===== config.mk =====
export PLATFORM = sky130hd
export DESIGN_NAME = int_to_float_normalizer
export DESIGN_NICKNAME = d
export VERILOG_FILES = /design/src/rtl/float_pkg.sv /design/src/rtl/int_to_float_normalizer_round.sv /design/src/rtl/int_to_float_normalizer.sv
export SDC_FILE = /design/constraint.sdc
export NUM_CORES = 1
export LEC_CHECK = 0
export CAP_MARGIN = 20
export CORE_UTILIZATION = 30
export CTS_CLUSTER_SIZE = 24
export DETAILED_ROUTE_END_ITERATION = 12
export GPL_ROUTABILITY_DRIVEN = 1
export PLACE_DENSITY = 0.6
export SLEW_MARGIN = 0
export SYNTH_ARGS = -nofsm -noshare
export SYNTH_HDL_FRONTEND = slang
export SYNTH_SLANG_ARGS = --single-unit

===== constraint.sdc =====
create_clock -name clk -period 3.5 [get_ports clk]
set_clock_uncertainty 0.15 [all_clocks]
set_input_delay 0.7 -clock clk [delete_from_list [all_inputs] [get_ports clk]]
set_output_delay 0.7 -clock clk [all_outputs]
set_load 0.05 [all_outputs]

===== src/rtl/float_pkg.sv =====
// Shared single-precision constants, FSM encoding and field packing for the
// integer-to-float datapath (CLZ stage, normalizer, later FP units).
package float_pkg;

  localparam int FLOAT_BIAS = 127;
  localparam int EXP_W      = 8;
  localparam int MANT_W     = 23;

  typedef enum logic [1:0] {
    ST_IDLE  = 2'd0,
    ST_SHIFT = 2'd1,
    ST_ROUND = 2'd2,
    ST_OUT   = 2'd3
  } norm_state_t;

  function automatic logic [EXP_W+MANT_W:0] pack_float(
    input logic              sign,
    input logic [EXP_W-1:0]  exp,
    input logic [MANT_W-1:0] mant
  );
    return {sign, exp, mant};
  endfunction

endpackage


===== src/rtl/int_to_float_normalizer_round.sv =====
// Round-to-nearest-even on a truncated mantissa; carry out means the mantissa
// wrapped to zero and the exponent must be bumped by one.
module fp_round_rne #(
  parameter int MANT_W = 23
) (
  input  logic [MANT_W-1:0] i_mant,
  input  logic              i_guard,
  input  logic              i_sticky,
  output logic [MANT_W-1:0] o_mant,
  output logic              o_carry,
  output logic              o_inexact
);

  logic w_round_up;
  logic [MANT_W:0] w_sum;

  // Exact ties go up only when that makes the kept LSB even.
  assign w_round_up = i_guard & (i_sticky | i_mant[0]);
  assign w_sum      = {1'b0, i_mant} + {{MANT_W{1'b0}}, w_round_up};
  assign o_mant     = w_sum[MANT_W-1:0];
  assign o_carry    = w_sum[MANT_W];
  assign o_inexact  = i_guard | i_sticky;

endmodule


===== src/rtl/int_to_float_normalizer.sv =====
// Multi-cycle int32 -> IEEE-754 single converter: left-normalizes by a supplied
// CLZ in bounded steps, rounds to nearest-even and holds the result under backpressure.
module int_to_float_normalizer
  import float_pkg::*;
#(
  parameter int WIDTH      = 32,
  parameter int SHIFT_STEP = 8,
  parameter int FLOAT_BIAS = float_pkg::FLOAT_BIAS
) (
  input  logic             clk,
  input  logic             reset,
  input  logic             in_valid,
  output logic             in_ready,
  input  logic [WIDTH-1:0] in_value,
  input  logic             in_signed,
  input  logic [5:0]       in_clz,
  output logic             out_valid,
  input  logic             out_ready,
  output logic [31:0]      out_float,
  output logic             out_inexact
);

  localparam logic [5:0]       STEP_L  = 6'(SHIFT_STEP);
  localparam logic [EXP_W-1:0] EXP_TOP = EXP_W'(FLOAT_BIAS + 31);

  norm_state_t      r_state;
  logic             r_sign;
  logic [WIDTH-1:0] r_mag;
  logic [5:0]       r_rem;
  logic [5:0]       r_clz;
  logic [31:0]      r_float;
  logic             r_inexact;
  logic             r_in_ready;
  logic             r_out_valid;

  logic              w_in_sign;
  logic [WIDTH-1:0]  w_in_mag;
  logic [5:0]        w_step;
  logic [EXP_W-1:0]  w_exp_base;
  logic [EXP_W-1:0]  w_exp;
  logic [MANT_W-1:0] w_mant;
  logic              w_carry;
  logic              w_inexact;

  // Two's-complement negate leaves 0x80000000 unchanged, which is the correct magnitude.
  assign w_in_sign = in_signed & in_value[WIDTH-1];
  assign w_in_mag  = w_in_sign ? (~in_value + 1'b1) : in_value;

  assign w_step     = (r_rem > STEP_L) ? STEP_L : r_rem;
  assign w_exp_base = EXP_TOP - {2'b00, r_clz};
  assign w_exp      = w_exp_base + {{(EXP_W-1){1'b0}}, w_carry};

  fp_round_rne #(
    .MANT_W (MANT_W)
  ) u_round (
    .i_mant    (r_mag[30:8]),
    .i_guard   (r_mag[7]),
    .i_sticky  (|r_mag[6:0]),
    .o_mant    (w_mant),
    .o_carry   (w_carry),
    .o_inexact (w_inexact)
  );

  always_ff @(posedge clk or posedge reset) begin
    if (reset) begin
      r_state     <= ST_IDLE;
      r_sign      <= 1'b0;
      r_mag       <= '0;
      r_rem       <= '0;
      r_clz       <= '0;
      r_float     <= '0;
      r_inexact   <= 1'b0;
      r_in_ready  <= 1'b1;
      r_out_valid <= 1'b0;
    end else begin
      case (r_state)
        ST_IDLE: begin
          if (in_valid) begin
            r_sign     <= w_in_sign;
            r_mag      <= w_in_mag;
            r_rem      <= in_clz;
            r_clz      <= in_clz;
            r_in_ready <= 1'b0;
            // Any CLZ of 32 or more means a zero magnitude: emit +0 directly.
            if (in_clz[5]) begin
              r_float     <= '0;
              r_inexact   <= 1'b0;
              r_out_valid <= 1'b1;
              r_state     <= ST_OUT;
            end else begin
              r_state <= ST_SHIFT;
            end
          end
        end
        ST_SHIFT: begin
          r_mag <= r_mag << w_step;
          r_rem <= r_rem - w_step;
          if (r_rem == w_step) begin
            r_state <= ST_ROUND;
          end
        end
        ST_ROUND: begin
          r_float     <= pack_float(r_sign, w_exp, w_mant);
          r_inexact   <= w_inexact;
          r_out_valid <= 1'b1;
          r_state     <= ST_OUT;
        end
        ST_OUT: begin
          if (out_ready) begin
            r_out_valid <= 1'b0;
            r_in_ready  <= 1'b1;
            r_state     <= ST_IDLE;
          end
        end
        default: begin
          r_state <= ST_IDLE;
        end
      endcase
    end
  end

  assign in_ready    = r_in_ready;
  assign out_valid   = r_out_valid;
  assign out_float   = r_float;
  assign out_inexact = r_inexact;

endmodule


Word level (Yosys, flattened, before mapping):

Index checks and enable logic that the tools add are counted.

* flip-flop bits (word level): 82
* input bits: 43
* output and inout bits: 35
* logic and storage cells: 65

* add/sub/neg operators: 5
* $lt $le $gt $ge: 1
* equality and inequality tests: 8
* shifts and indexed selects: 1
* muxes and demuxes: 24
* bitwise logic cells: 5
* reductions and logical operators: 12

Operators with widths (number)
* 32-bit 2-to-1 mux: 4
* 32-bit one-hot mux with 2 select lines: 2
* 32-bit by 1-bit adder with 32-bit output, second input constant: 1
* 32-bit NOT: 1
* 32-bit by 6-bit << shifter with 32-bit output: 1
* 23-bit by 1-bit adder with 24-bit output: 1
* 6-bit 2-to-1 mux: 2
* 6-bit one-hot mux with 2 select lines: 1
* 3-bit AND reduction: 3
* 8-bit by 1-bit adder with 8-bit output: 1
* 2-bit 2-to-1 mux: 4
* 2-bit != test, second input constant: 4
* 2-bit one-hot mux with 4 select lines: 1
* 8-bit by 6-bit subtractor with 8-bit output, first input constant: 1
* 1-bit 2-to-1 mux: 7
* 7-bit OR reduction: 1
* 6-bit == test: 1
* 6-bit by 4-bit > comparator with 1-bit output, second input constant: 1
* 2-bit nonzero test: 3
* 6-bit subtractor: 1
* 2-bit == test, second input constant: 2
* 1-bit one-hot mux with 2 select lines: 2
* 2-bit AND reduction: 2
* 4-bit AND reduction: 1
* other kinds (6): 8

Longest topological paths before layout:

* depth in word-level cells: 6
* depth in mapped cells: 10
* gate-level depth less buffers: 9

Hierarchy:

From an unflattened synthesis, not the netlist that was laid out.

* cells, all modules: 818
* area total of the unflattened synthesis: 6447.4 um^2

Modules (own cells, without submodules)
* int_to_float_normalizer: times used 1, cells an instance 746, area an instance 5944.5 um^2, seq. area each 2028.2 um^2
* fp_round_rne: times used 1, cells an instance 72, area an instance 503.0 um^2, seq. area each 0.0 um^2

Worst setup path before layout:

Ideal clock, no wire load.

* path kind: in2reg
* start point: in in_value[4]
* end point: reg r_mag[30]
* arrival: 2.296 ns
* slack: 0.961 ns
* stages: 6
* path through: or4_4 buf_6 nor4_4 a31oi_1 xnor2_1 a211oi_1

* cells in the longest elaborated chain, start to end: 5

RTL lines
* start: declaration: line int_to_float_normalizer.sv:14 `input logic [WIDTH-1:0] in_value,`
* 32-bit NOT: line int_to_float_normalizer.sv:47 `assign w_in_mag = w_in_sign ? (~in_value + 1'b1) : in_value;`
* 32-bit by 1-bit adder with 32-bit output: line int_to_float_normalizer.sv:47
* 32-bit 2-to-1 mux: line int_to_float_normalizer.sv:47
* 32-bit 2-to-1 mux: line int_to_float_normalizer.sv:78 `if (in_valid) begin`
* 32-bit one-hot mux with 2 select lines: line int_to_float_normalizer.sv:76 `case (r_state)`
* end signal: assignment: line int_to_float_normalizer.sv:80 `r_mag <= w_in_mag;`
* end signal: assignment: line int_to_float_normalizer.sv:96 `r_mag <= r_mag << w_step;`
* end: declaration: line int_to_float_normalizer.sv:28 `logic [WIDTH-1:0] r_mag;`

No other way between the ends. The select of a mux whose other input is x is not followed.
A chain may end at the register's enable or synchronous reset.

Worst setup path in the final report:

* start point: in in_value[2]
* end point: reg r_mag[30]

Same word-level chain as after synthesis.

==> results.yml <==
run_status:
  status: "finished, final reports clean"
synth:
  synth.largest_area_cell: "dfrtp_1"
  synthFlopType: "dfrtp_1"
  synth.ff_latch_count: 81
  syn_area_per_cell_um2: 8.01
  yosysTopAreaCellShare: 0.305
  ys_top_cells_by_area: "dfrtp_1 (31%), nand2_1 (5.5%), mux2i_1 (4.3%), xnor2_1 (4.3%), a21oi_1 (3.7%)"
  synth_cell_types: 74
  synth_nets: 871
  synth.cell_area_um2: 6560
  syn-instance-count: 819
  yosysWarnings: 0
  synth_edf_count: 0
  seq_area_frac_synth: 0.309
  synthArstFlopShare: 1.00
clock_network:
  cts_root_buf: "clkbuf_16"
  cts_hold_buf: 0
  cts_buffers: 9
  cts_tree: "yes"
  htreeDepth: 3
  clock-sinks: 81
  cts_setup_buffers: 0
  clk_pin_slew_ns: 0.06
  clock_latency_ns: 0.35
  cts.repair.resized: 0
  cts_buffer_depth: 2
drt:
  drt-total-wl_um: 22300
  drt-pass1-iter-count: 5
  drc: 0
  drtIter0Drc: 619
  vias: 6585
  drt-vias-per-instance: 5.71
  ant_nets: 0
  wl_per_cell_um: 19.3
setup_path:
  arrival_ns: 3.01
  reg2reg_slack_ns: 0.66
  cp_top_family: "simple AND/OR/NAND/NOR gates"
  cp_num_cells: 6
  r2r_start: "r_state[0]$_DFFE_PP0P_"
  path_buf_inv: 1
  crit_path_cell_trace: "clkdlybuf4s50_1 > or4_4 > nor4_4 > a31oi_1 > xnor2_1 > a211oi_1"
  r2r_cells: 6
  crit_path_start_kind: "input pin"
  crit_slowest_cell: "or4_4"
  critPathMaxStageDelay_ns: 0.58
  setup.worst_path.class: "in -> reg"
  r2r_end: "r_mag[29]$_DFFE_PP0P_"
  required_ns: 3.59
  crit_fanout: 10
  crit_path_end_kind: "register"
sta:
  hold_viol: 0
  max_freq_mhz: 343
  period_share: 0.833
  timing.final.crit_period_ns: 2.91
  whs_ns: 0.327
  finalMaxSlewViolations: 0
  tightest_slew_ns: 0.896
  finalSetupTns_ns: 0
  rsz0062_at_grt: "false"
  max_slew_margin: 0.403
  setup_viol: 0
cells_and_area:
  drive_gt1_frac: 0.105
  fillCellCount: 2245
  area_growth_pct: 22.5
  final_common_cell: "nand2_1"
  n_antenna_cell: 0
  most-common-layout-cells: "nand2_1 (96), dfrtp_1 (79), clkdlybuf4s50_1 (77)"
  fin_nets: 925
pwr:
  p_per_area_nw_per_um2: 931
  p_leak_uw: 0.00306
  peakVddDrop_mv: 0.302
  report.power.total_uw: 7480
min_path:
  hold_depth: 2
  hold_end: "out_float[21]$_DFFE_PP0P_"
  hold_class: "reg -> reg"
  worstHoldStart: "out_float[21]$_DFFE_PP0P_"
placed_design:
  io_buffers: 77
  dpl.hpwl_um: 16100
  place.gp.congestion: 0.923
global_routing:
  antenna_found_initial: 0
  first_global_vias: 6024
  grt_pass1_wl_um: 35100
  grt_max_degree: 82
  grt_overflow: 0
  grtUsageTotal: 0.202
die:
  start_util: 0.309
  die_x_um: 150
  core_area_um2: 21200
  dieArea_um2: 22500
  die_h_um: 150
  io_pins: 78
  core.rowCount: 53
flow_run:
  cap_violations: 0
[power breakdown]
group          internal (uW)  switching, uW  leakage [uW]
Sequential              1340            521       0.00101
Combinational           1710           2850       0.00190
Clock                    646            415      0.000151
Total                   3690           3790       0.00306
[stage by stage]
stage               setup WS (ns)  instances  utilization  area [um^2]
global route                0.489       1153        0.379         8040
finish                      0.586       1153        0.379         8040
floorplan                   0.572        819            -         6560
CTS                         0.594       1153        0.379         8040
detailed placement          0.229       1137        0.363         7710
global placement            0.334       1137        0.363         7710
[sequential cells by signal, summed over array words and instances (netlist names)]
register	cells
in_ready	1
out_float	32
out_inexact	1
out_valid	1
r_clz	6
r_mag	31
r_rem	6
r_sign	1
r_state	2
[synth_stat cells (5+ instances only)]
cell / n
mux2i_1: 28
a221oi_1: 9
o211ai_1: 14
nand2_1: 96
o22ai_1: 8
nand3_1: 26
a21oi_1: 49
or3_1: 6
dfrtp_1: 80
nor3b_1: 6
clkbuf_1: 56
a31oi_1: 29
nor3_1: 22
inv_1: 21
nand2b_1: 6
buf_1: 5
mux2_2: 11
xnor2_1: 32
o21ai_1: 31
ha_1: 9
o31ai_1: 9
nor2_1: 59
xor2_1: 14
a211oi_1: 9
nand4_1: 6
nor4_1: 13
o21ai_0: 30
nor2b_1: 12
a2bb2oi_1: 5
a211o_1: 5
buf_2: 16
a22oi_1: 6
o32a_1: 6
[worst reg2reg max path: cells and delay by family (launching register included)]
kind / cells / cell delay (ns)
compound gates: 3 / 0.92
fa+ha+maj: 1 / 0.57
mux: 1 / 0.55
buf+inv: 1 / 0.12
flops: 1 / 0.41
[area by class of cell]
type | instances | area, um^2 | area share
multi-input combinational | 639 | 4140 | 0.515
clock inverter | 6 | 91.3 | 0.0114
tap | 275 | 344 | 0.0428
inverter | 21 | 80.1 | 0.00996
clock buffer | 10 | 239 | 0.0297
timing repair buffer | 121 | 1110 | 0.139
sequential | 81 | 2030 | 0.253
[logic make-up after synthesis]
group / share of synthesized area
XOR/XNOR: 0.0614
AO/OA/AOI/OAI: 0.264
buffers and inverters: 0.0608
AND/OR/NAND/NOR: 0.217
flip-flops: 0.309
multiplexers: 0.0702
adder cells (fa/ha/maj): 0.0172
other: 0.000572
[worst max-delay path by stage]
stage,end,slack (ns),startpoint
floorplan,out_float[0]$_DFFE_PP0P_,0.57,reset
global placement,r_mag[20]$_DFFE_PP0P_,0.33,in_value[4]
detailed placement,r_mag[30]$_DFFE_PP0P_,0.23,in_value[4]
CTS,r_mag[30]$_DFFE_PP0P_,0.59,in_value[4]
global route,r_mag[30]$_DFFE_PP0P_,0.49,in_value[2]
finish,r_mag[30]$_DFFE_PP0P_,0.59,in_value[2]
[per-layer routing]
metal	up-vias	routed length [um]	track usage
li1	3142	-	-
met1	3060	10400	0.295
met2	351	9000	0.280
met3	32	2370	0.0521
met4	0	514	0.0788
met5	-	0	0
Note: power is estimated with default switching activity, not from simulation.
